File: src/rtl/lru_multiset_linked_list_pkg.sv
// Shared types and helpers for the multi-set LRU linked-list tracker.
// Operation encoding matches the access_op bus field.
package lru_pkg;

    typedef enum logic [1:0] {
        TOUCH     = 2'b00,
        DEMOTE    = 2'b01,
        RESET_SET = 2'b10,
        RSVD      = 2'b11
    } lru_op_e;

    // Index width that never collapses to zero bits for single-entry ranges.
    function automatic int idx_width(input int n);
        return (n <= 1) ? 1 : $clog2(n);
    endfunction

endpackage

File: src/rtl/lru_multiset_linked_list_if.sv
// Access/query bus between the cache control logic (master) and the LRU tracker (slave).
interface lru_multiset_linked_list_if
    import lru_pkg::*;
#(
    parameter int NUM_WAYS = 4,
    parameter int NUM_SETS = 2
);
    localparam int PTR_WIDTH = idx_width(NUM_WAYS);
    localparam int SET_WIDTH = idx_width(NUM_SETS);

    logic                 access_valid;
    logic [SET_WIDTH-1:0] access_set;
    logic [PTR_WIDTH-1:0] access_way;
    lru_op_e              access_op;
    logic [SET_WIDTH-1:0] query_set;
    logic [PTR_WIDTH-1:0] lru_way;
    logic [PTR_WIDTH-1:0] mru_way;
    logic                 err;

    modport master (
        output access_valid, access_set, access_way, access_op, query_set,
        input  lru_way, mru_way, err
    );

    modport slave (
        input  access_valid, access_set, access_way, access_op, query_set,
        output lru_way, mru_way, err
    );

endinterface

File: src/rtl/lru_multiset_linked_list_ll_set.sv
// One set's doubly linked recency list: head = MRU, tail = LRU.
// Links at the list ends are never read, so they may hold stale values.
module lru_ll_set
    import lru_pkg::*;
#(
    parameter int NUM_WAYS  = 4,
    parameter int PTR_WIDTH = idx_width(NUM_WAYS)
) (
    input  logic                 clk,
    input  logic                 reset_n,
    input  logic                 upd_en,
    input  lru_op_e              op,
    input  logic [PTR_WIDTH-1:0] way,
    output logic [PTR_WIDTH-1:0] head,
    output logic [PTR_WIDTH-1:0] tail
);

    typedef logic [PTR_WIDTH-1:0] ptr_t;

    localparam ptr_t TAIL_RST = ptr_t'(NUM_WAYS - 1);

    ptr_t next_q [NUM_WAYS];
    ptr_t next_d [NUM_WAYS];
    ptr_t prev_q [NUM_WAYS];
    ptr_t prev_d [NUM_WAYS];
    ptr_t canon_next [NUM_WAYS];
    ptr_t canon_prev [NUM_WAYS];
    ptr_t head_q, head_d;
    ptr_t tail_q, tail_d;
    ptr_t p, n;

    // Canonical order 0..NUM_WAYS-1; the wrap-around end links are harmless.
    generate
        for (genvar gi = 0; gi < NUM_WAYS; gi++) begin : g_canon
            assign canon_next[gi] = ptr_t'((gi + 1) % NUM_WAYS);
            assign canon_prev[gi] = ptr_t'((gi + NUM_WAYS - 1) % NUM_WAYS);
        end
    endgenerate

    always_comb begin
        next_d = next_q;
        prev_d = prev_q;
        head_d = head_q;
        tail_d = tail_q;
        p      = prev_q[way];
        n      = next_q[way];
        if (upd_en) begin
            case (op)
                TOUCH: begin
                    if (way != head_q) begin
                        if (way == tail_q) tail_d = p;
                        else               prev_d[n] = p;
                        next_d[p]      = n;
                        next_d[way]    = head_q;
                        prev_d[head_q] = way;
                        head_d         = way;
                    end
                end
                DEMOTE: begin
                    if (way != tail_q) begin
                        if (way == head_q) head_d = n;
                        else               next_d[p] = n;
                        prev_d[n]      = p;
                        prev_d[way]    = tail_q;
                        next_d[tail_q] = way;
                        tail_d         = way;
                    end
                end
                RESET_SET: begin
                    next_d = canon_next;
                    prev_d = canon_prev;
                    head_d = '0;
                    tail_d = TAIL_RST;
                end
                default: ;
            endcase
        end
    end

    always_ff @(posedge clk) begin
        if (!reset_n) begin
            next_q <= canon_next;
            prev_q <= canon_prev;
            head_q <= '0;
            tail_q <= TAIL_RST;
        end else begin
            next_q <= next_d;
            prev_q <= prev_d;
            head_q <= head_d;
            tail_q <= tail_d;
        end
    end

    assign head = head_q;
    assign tail = tail_q;

endmodule

File: src/rtl/lru_multiset_linked_list.sv
// Multi-set true-LRU tracker: decodes request legality, steers updates to one set,
// and reports the head/tail of the queried set.
module lru_multiset_linked_list
    import lru_pkg::*;
#(
    parameter int NUM_WAYS = 4,
    parameter int NUM_SETS = 2
) (
    input logic                       clk,
    input logic                       reset_n,
    lru_multiset_linked_list_if.slave bus
);

    localparam int PTR_WIDTH = idx_width(NUM_WAYS);
    localparam int SET_WIDTH = idx_width(NUM_SETS);

    logic [PTR_WIDTH-1:0] heads [NUM_SETS];
    logic [PTR_WIDTH-1:0] tails [NUM_SETS];
    logic                 set_ok, way_ok, query_ok, legal;
    logic                 err_q, err_d;

    // Zero-extended compares keep range checks meaningful for any parameter choice.
    always_comb begin
        set_ok   = {1'b0, bus.access_set} < (SET_WIDTH + 1)'(NUM_SETS);
        way_ok   = {1'b0, bus.access_way} < (PTR_WIDTH + 1)'(NUM_WAYS);
        query_ok = {1'b0, bus.query_set}  < (SET_WIDTH + 1)'(NUM_SETS);
        legal    = set_ok && ((bus.access_op == RESET_SET) ||
                              ((bus.access_op != RSVD) && way_ok));
        err_d    = bus.access_valid && !legal;
    end

    generate
        for (genvar gi = 0; gi < NUM_SETS; gi++) begin : g_set
            logic upd_en;
            assign upd_en = bus.access_valid && legal &&
                            (bus.access_set == SET_WIDTH'(gi));

            lru_ll_set #(
                .NUM_WAYS  (NUM_WAYS),
                .PTR_WIDTH (PTR_WIDTH)
            ) u_set (
                .clk     (clk),
                .reset_n (reset_n),
                .upd_en  (upd_en),
                .op      (bus.access_op),
                .way     (bus.access_way),
                .head    (heads[gi]),
                .tail    (tails[gi])
            );
        end
    endgenerate

    always_comb begin
        bus.lru_way = '0;
        bus.mru_way = '0;
        if (query_ok) begin
            bus.lru_way = tails[bus.query_set];
            bus.mru_way = heads[bus.query_set];
        end
    end

    always_ff @(posedge clk) begin
        if (!reset_n) err_q <= 1'b0;
        else          err_q <= err_d;
    end

    assign bus.err = err_q;

endmodule

File: src/flat_wrapper.sv
// flat-port wrapper written by rule: the top's interface ports become plain ports
module lru_multiset_linked_list_flat import lru_pkg::*;
#(
    parameter int NUM_WAYS = 4,
    parameter int NUM_SETS = 2
)
  (clk, reset_n, bus_access_valid, bus_access_set, bus_access_way, bus_access_op, bus_query_set, bus_lru_way, bus_mru_way, bus_err);
  lru_multiset_linked_list_if #(.NUM_WAYS(NUM_WAYS), .NUM_SETS(NUM_SETS)) bus_i ();
  input logic clk;
  input logic reset_n;
  input wire logic [$bits(bus_i.access_valid)-1:0] bus_access_valid;
  input wire logic [$bits(bus_i.access_set)-1:0] bus_access_set;
  input wire logic [$bits(bus_i.access_way)-1:0] bus_access_way;
  input wire logic [$bits(bus_i.access_op)-1:0] bus_access_op;
  input wire logic [$bits(bus_i.query_set)-1:0] bus_query_set;
  output wire logic [$bits(bus_i.lru_way)-1:0] bus_lru_way;
  output wire logic [$bits(bus_i.mru_way)-1:0] bus_mru_way;
  output wire logic [$bits(bus_i.err)-1:0] bus_err;
  assign bus_i.access_valid = bus_access_valid;
  assign bus_i.access_set = bus_access_set;
  assign bus_i.access_way = bus_access_way;
  assign bus_i.access_op = bus_access_op;
  assign bus_i.query_set = bus_query_set;
  assign bus_lru_way = bus_i.lru_way;
  assign bus_mru_way = bus_i.mru_way;
  assign bus_err = bus_i.err;
  lru_multiset_linked_list #(.NUM_WAYS(NUM_WAYS), .NUM_SETS(NUM_SETS)) u_core (.clk(clk), .reset_n(reset_n), .bus(bus_i));
endmodule
File: config.mk
export PLATFORM = sky130hd
export DESIGN_NAME = lru_multiset_linked_list_flat
export DESIGN_NICKNAME = d
export VERILOG_FILES = /design/src/rtl/lru_multiset_linked_list_pkg.sv /design/src/rtl/lru_multiset_linked_list_if.sv /design/src/rtl/lru_multiset_linked_list_ll_set.sv /design/src/rtl/lru_multiset_linked_list.sv /design/src/flat_wrapper.sv
export SDC_FILE = /design/constraint.sdc
export NUM_CORES = 1
export LEC_CHECK = 0
export CAP_MARGIN = 20
export CELL_PAD_IN_SITES_DETAIL_PLACEMENT = 1
export CELL_PAD_IN_SITES_GLOBAL_PLACEMENT = 2
export CORE_MARGIN = 4
export CORE_UTILIZATION = 33
export DETAILED_ROUTE_END_ITERATION = 10
export GPL_TIMING_DRIVEN = 0
export PLACE_DENSITY = 0.79
export SYNTH_ARGS = -nofsm -noshare
export SYNTH_HDL_FRONTEND = slang
export SYNTH_SLANG_ARGS = --single-unit
File: constraint.sdc
create_clock -name clk -period 5.35 [get_ports clk]
set_clock_uncertainty 0.05 [all_clocks]
set_input_delay 0.8025 -clock clk [delete_from_list [all_inputs] [get_ports clk]]
set_output_delay 0.8025 -clock clk [all_outputs]
set_load 0.02 [all_outputs]
==> results.sh <==
export IMPL_critPathSlowestCell="buf_1"
export IMPL_worstPathArrival_ps=3670
export IMPL_die_area_um2=13700
export IMPL_cp_top_family="buffers and inverters"
export IMPL_fin_nets=557
export IMPL_drtAntennaViolNets=0
export IMPL_period_needed_ps=3550
export IMPL_stdcell_count=687
export IMPL_clock_fmax_ghz=0.281
export IMPL_synth_cell_type_count=65
export IMPL_grt_max_degree=12
export IMPL_dp_hpwl_um=13400
export IMPL_fill_cells=1454
export IMPL_synthesis_area_um2=3940
export IMPL_first_global_vias=4678
export IMPL_track_usage_pct=27.6
export IMPL_routedWlPerCell_um=26.9
export IMPL_yosysSeqAreaShare_pct=20.9
export IMPL_vias_per_cell=6.70
export IMPL_num_antenna_cells=0
export IMPL_cp_start_kind="input pin"
export IMPL_syn_nets=539
export IMPL_syn_area_per_cell_um2=7.48
export IMPL_timing_setup_tns_ps=0
export IMPL_final_cell_mix="nand2_1, o21ai_0, nor2_1, dfxtp_1, clkbuf_1"
export IMPL_antenna_found_initial=0
export IMPL_route_detailed_drc=0
export IMPL_clock_latency_ps=300
export IMPL_tightest_slew_ps=805
export IMPL_cp_max_fo=10
export IMPL_final_max_slew_viol_count=0
export IMPL_worstPathRequired_ps=5470
export IMPL_worstPathCellList="clkdlybuf4s50_1 -> inv_1 -> ha_1 -> clkbuf_1 -> buf_1 -> clkbuf_1 -> o21ai_0 -> mux2i_1 -> nand2_1"
export IMPL_power_total_w=0.00110
export IMPL_p_per_area_nw_per_um2=252
export IMPL_die_x_um=117
export IMPL_cts_made_buffers=5
export IMPL_clkSlewWorstSetupHoldPaths_ps=60
export IMPL_holdPathStages=2
export IMPL_areaGrowthSynthToFinish_pct=11.0
export IMPL_setup_viol=0
export IMPL_max_stage_delay_ps=560
export IMPL_criticalPathCategory="in -> reg"
export IMPL_drive_above_1_share_pct=7.72
export IMPL_rsz0062_at_grt="false"
export IMPL_cpMostUsedCell="clkbuf_1"
export IMPL_grt_pass1_wl_um=28200
export IMPL_worstSetupEndpointType="flip-flop"
export IMPL_cts_root_buf="clkbuf_16"
export IMPL_path_buf_inv=5
export IMPL_maxCapViolCount=0
export IMPL_vias=4603
export IMPL_reg2regPathDepth=7
export IMPL_ys_seq_elements=41
export IMPL_port_buffers=11
export IMPL_yosysWarnings=0
export IMPL_place_congestion=0.948
export IMPL_cts_htree_levels=2
export IMPL_hold_viol_final=0
export IMPL_io_pins=14
export IMPL_dr_pass1_iters=5
export IMPL_ir_worst_vdd_mv=0.139
export IMPL_cts_setup_buffers=0
export IMPL_status="finished, final reports clean"
export IMPL_async_flop_share_pct=0
export IMPL_numClockSinks=41
export IMPL_place_inst=680
export IMPL_synth_edf_count=0
export IMPL_cts_resized=0
export IMPL_wl_um=18500
export IMPL_post_route_period_util_pct=66.4
export IMPL_crit_cells=9
export IMPL_cts_buffer_depth=2
export IMPL_slew_headroom_pct=46.3
export IMPL_power_leakage_nw=1.52
export IMPL_num_rows=39
export IMPL_overflow=0
export IMPL_drt_iter0_drc=419
export IMPL_fp_dieH_um=117
export IMPL_ctsHoldBuffers=0
export IMPL_coreArea_um2=11600
export IMPL_syn_inst=526
export IMPL_start_util_pct=34.0
export IMPL_synth_flop_cell="dfxtp_1"
export IMPL_cts_tree="built"
export IMPL_hold_path_class="reg -> reg"
export IMPL_final_common_cell="nand2_1"
report_power, final:
group          switching [W]  total, W  leakage, nW  internal [W]
sequential         0.0000204  0.000346        0.335      0.000325
combinational       0.000288  0.000433         1.12      0.000145
clock               0.000139  0.000323       0.0700      0.000184
final timing paths:
path                                                     start                                            to  slack, ps
hold / removal    u_core.g_set[0].u_set.next_q[2]$_SDFFE_PN1P_  u_core.g_set[0].u_set.next_q[2]$_SDFFE_PN1P_        480
hold reg to reg   u_core.g_set[0].u_set.next_q[2]$_SDFFE_PN1P_  u_core.g_set[0].u_set.next_q[2]$_SDFFE_PN1P_        480
setup / recovery                              bus_access_op[0]    u_core.g_set[1].u_set.tail[1]$_SDFFE_PN1P_       1800
setup reg to reg    u_core.g_set[0].u_set.head[0]$_SDFFE_PN0P_                                     flip-flop       3040
worst min-delay path: stages, from the launching register on:
cell	delay [ps]
dfxtp_1	330
o21ai_0	80
nand3_1	70
cell type report:
class	count	area, um^2	area share [%]
Tap cell	143	179	4.10
Sequential cell	41	821	18.8
Inverter	13	48.8	1.12
Multi-Input combinational cell	421	2830	64.8
Timing Repair Buffer	11	110	2.52
Buffer	51	236	5.42
Clock buffer	7	143	3.27
synthesized netlist by cell type, drive strengths merged (4+ instances only):
library cell,number,area (um^2)
buf,16,105
nand3,18,90.1
a32oi,8,70.1
a21oi,31,155
nand4,6,37.5
o32a,9,90.1
a31oi,8,50.1
o2111ai,4,35.0
o211ai,5,37.5
mux2i,17,170
nand2b,17,106
dfxtp,41,821
a311oi,15,131
inv,11,41.3
mux4,8,180
a211oi,15,113
o221a,5,56.3
o21ai,47,235
xor2,8,70.1
and3,6,37.5
nor2,43,164
mux2,6,67.6
xnor2,6,52.6
o311a,6,60.1
o22ai,7,43.8
nor2b,13,83.8
nor3,9,45.0
nand2,51,191
ha,4,50.1
clkbuf,35,131
per-layer routing:
metal / part of all wire (%) / track usage, % / vias to the layer above
li1: - / - / 2044
met1: 43 / 35.8 / 2306
met2: 47 / 45.1 / 200
met3: 6.8 / 4.83 / 53
met4: 3.7 / 11.6 / 0
met5: 0 / 0 / -
stage by stage:
stage	area [um^2]	worst slack (ps)	hold WS (ps)	util (%)
floorplan	3940	2700	414	-
global placement	4220	1630	449	36.5
detailed placement	4220	1570	468	36.5
CTS	4370	1850	478	37.8
global route	4370	1620	497	37.8
finish	4370	1800	481	37.8
logic make-up (layout without fill, tap and decap cells):
kind of cell	count (synthesis)	in the layout	share of synthesized area, %
AND/OR/NAND/NOR	181	181	22.6
adder cells (fa/ha/maj)	4	4	1.27
multiplexers	31	31	10.6
AO/OA/AOI/OAI	191	191	34.2
buffers and inverters	64	82	7.25
XOR/XNOR	14	14	3.12
flip-flops	41	41	20.9
Power figures use the tool's default switching activity.
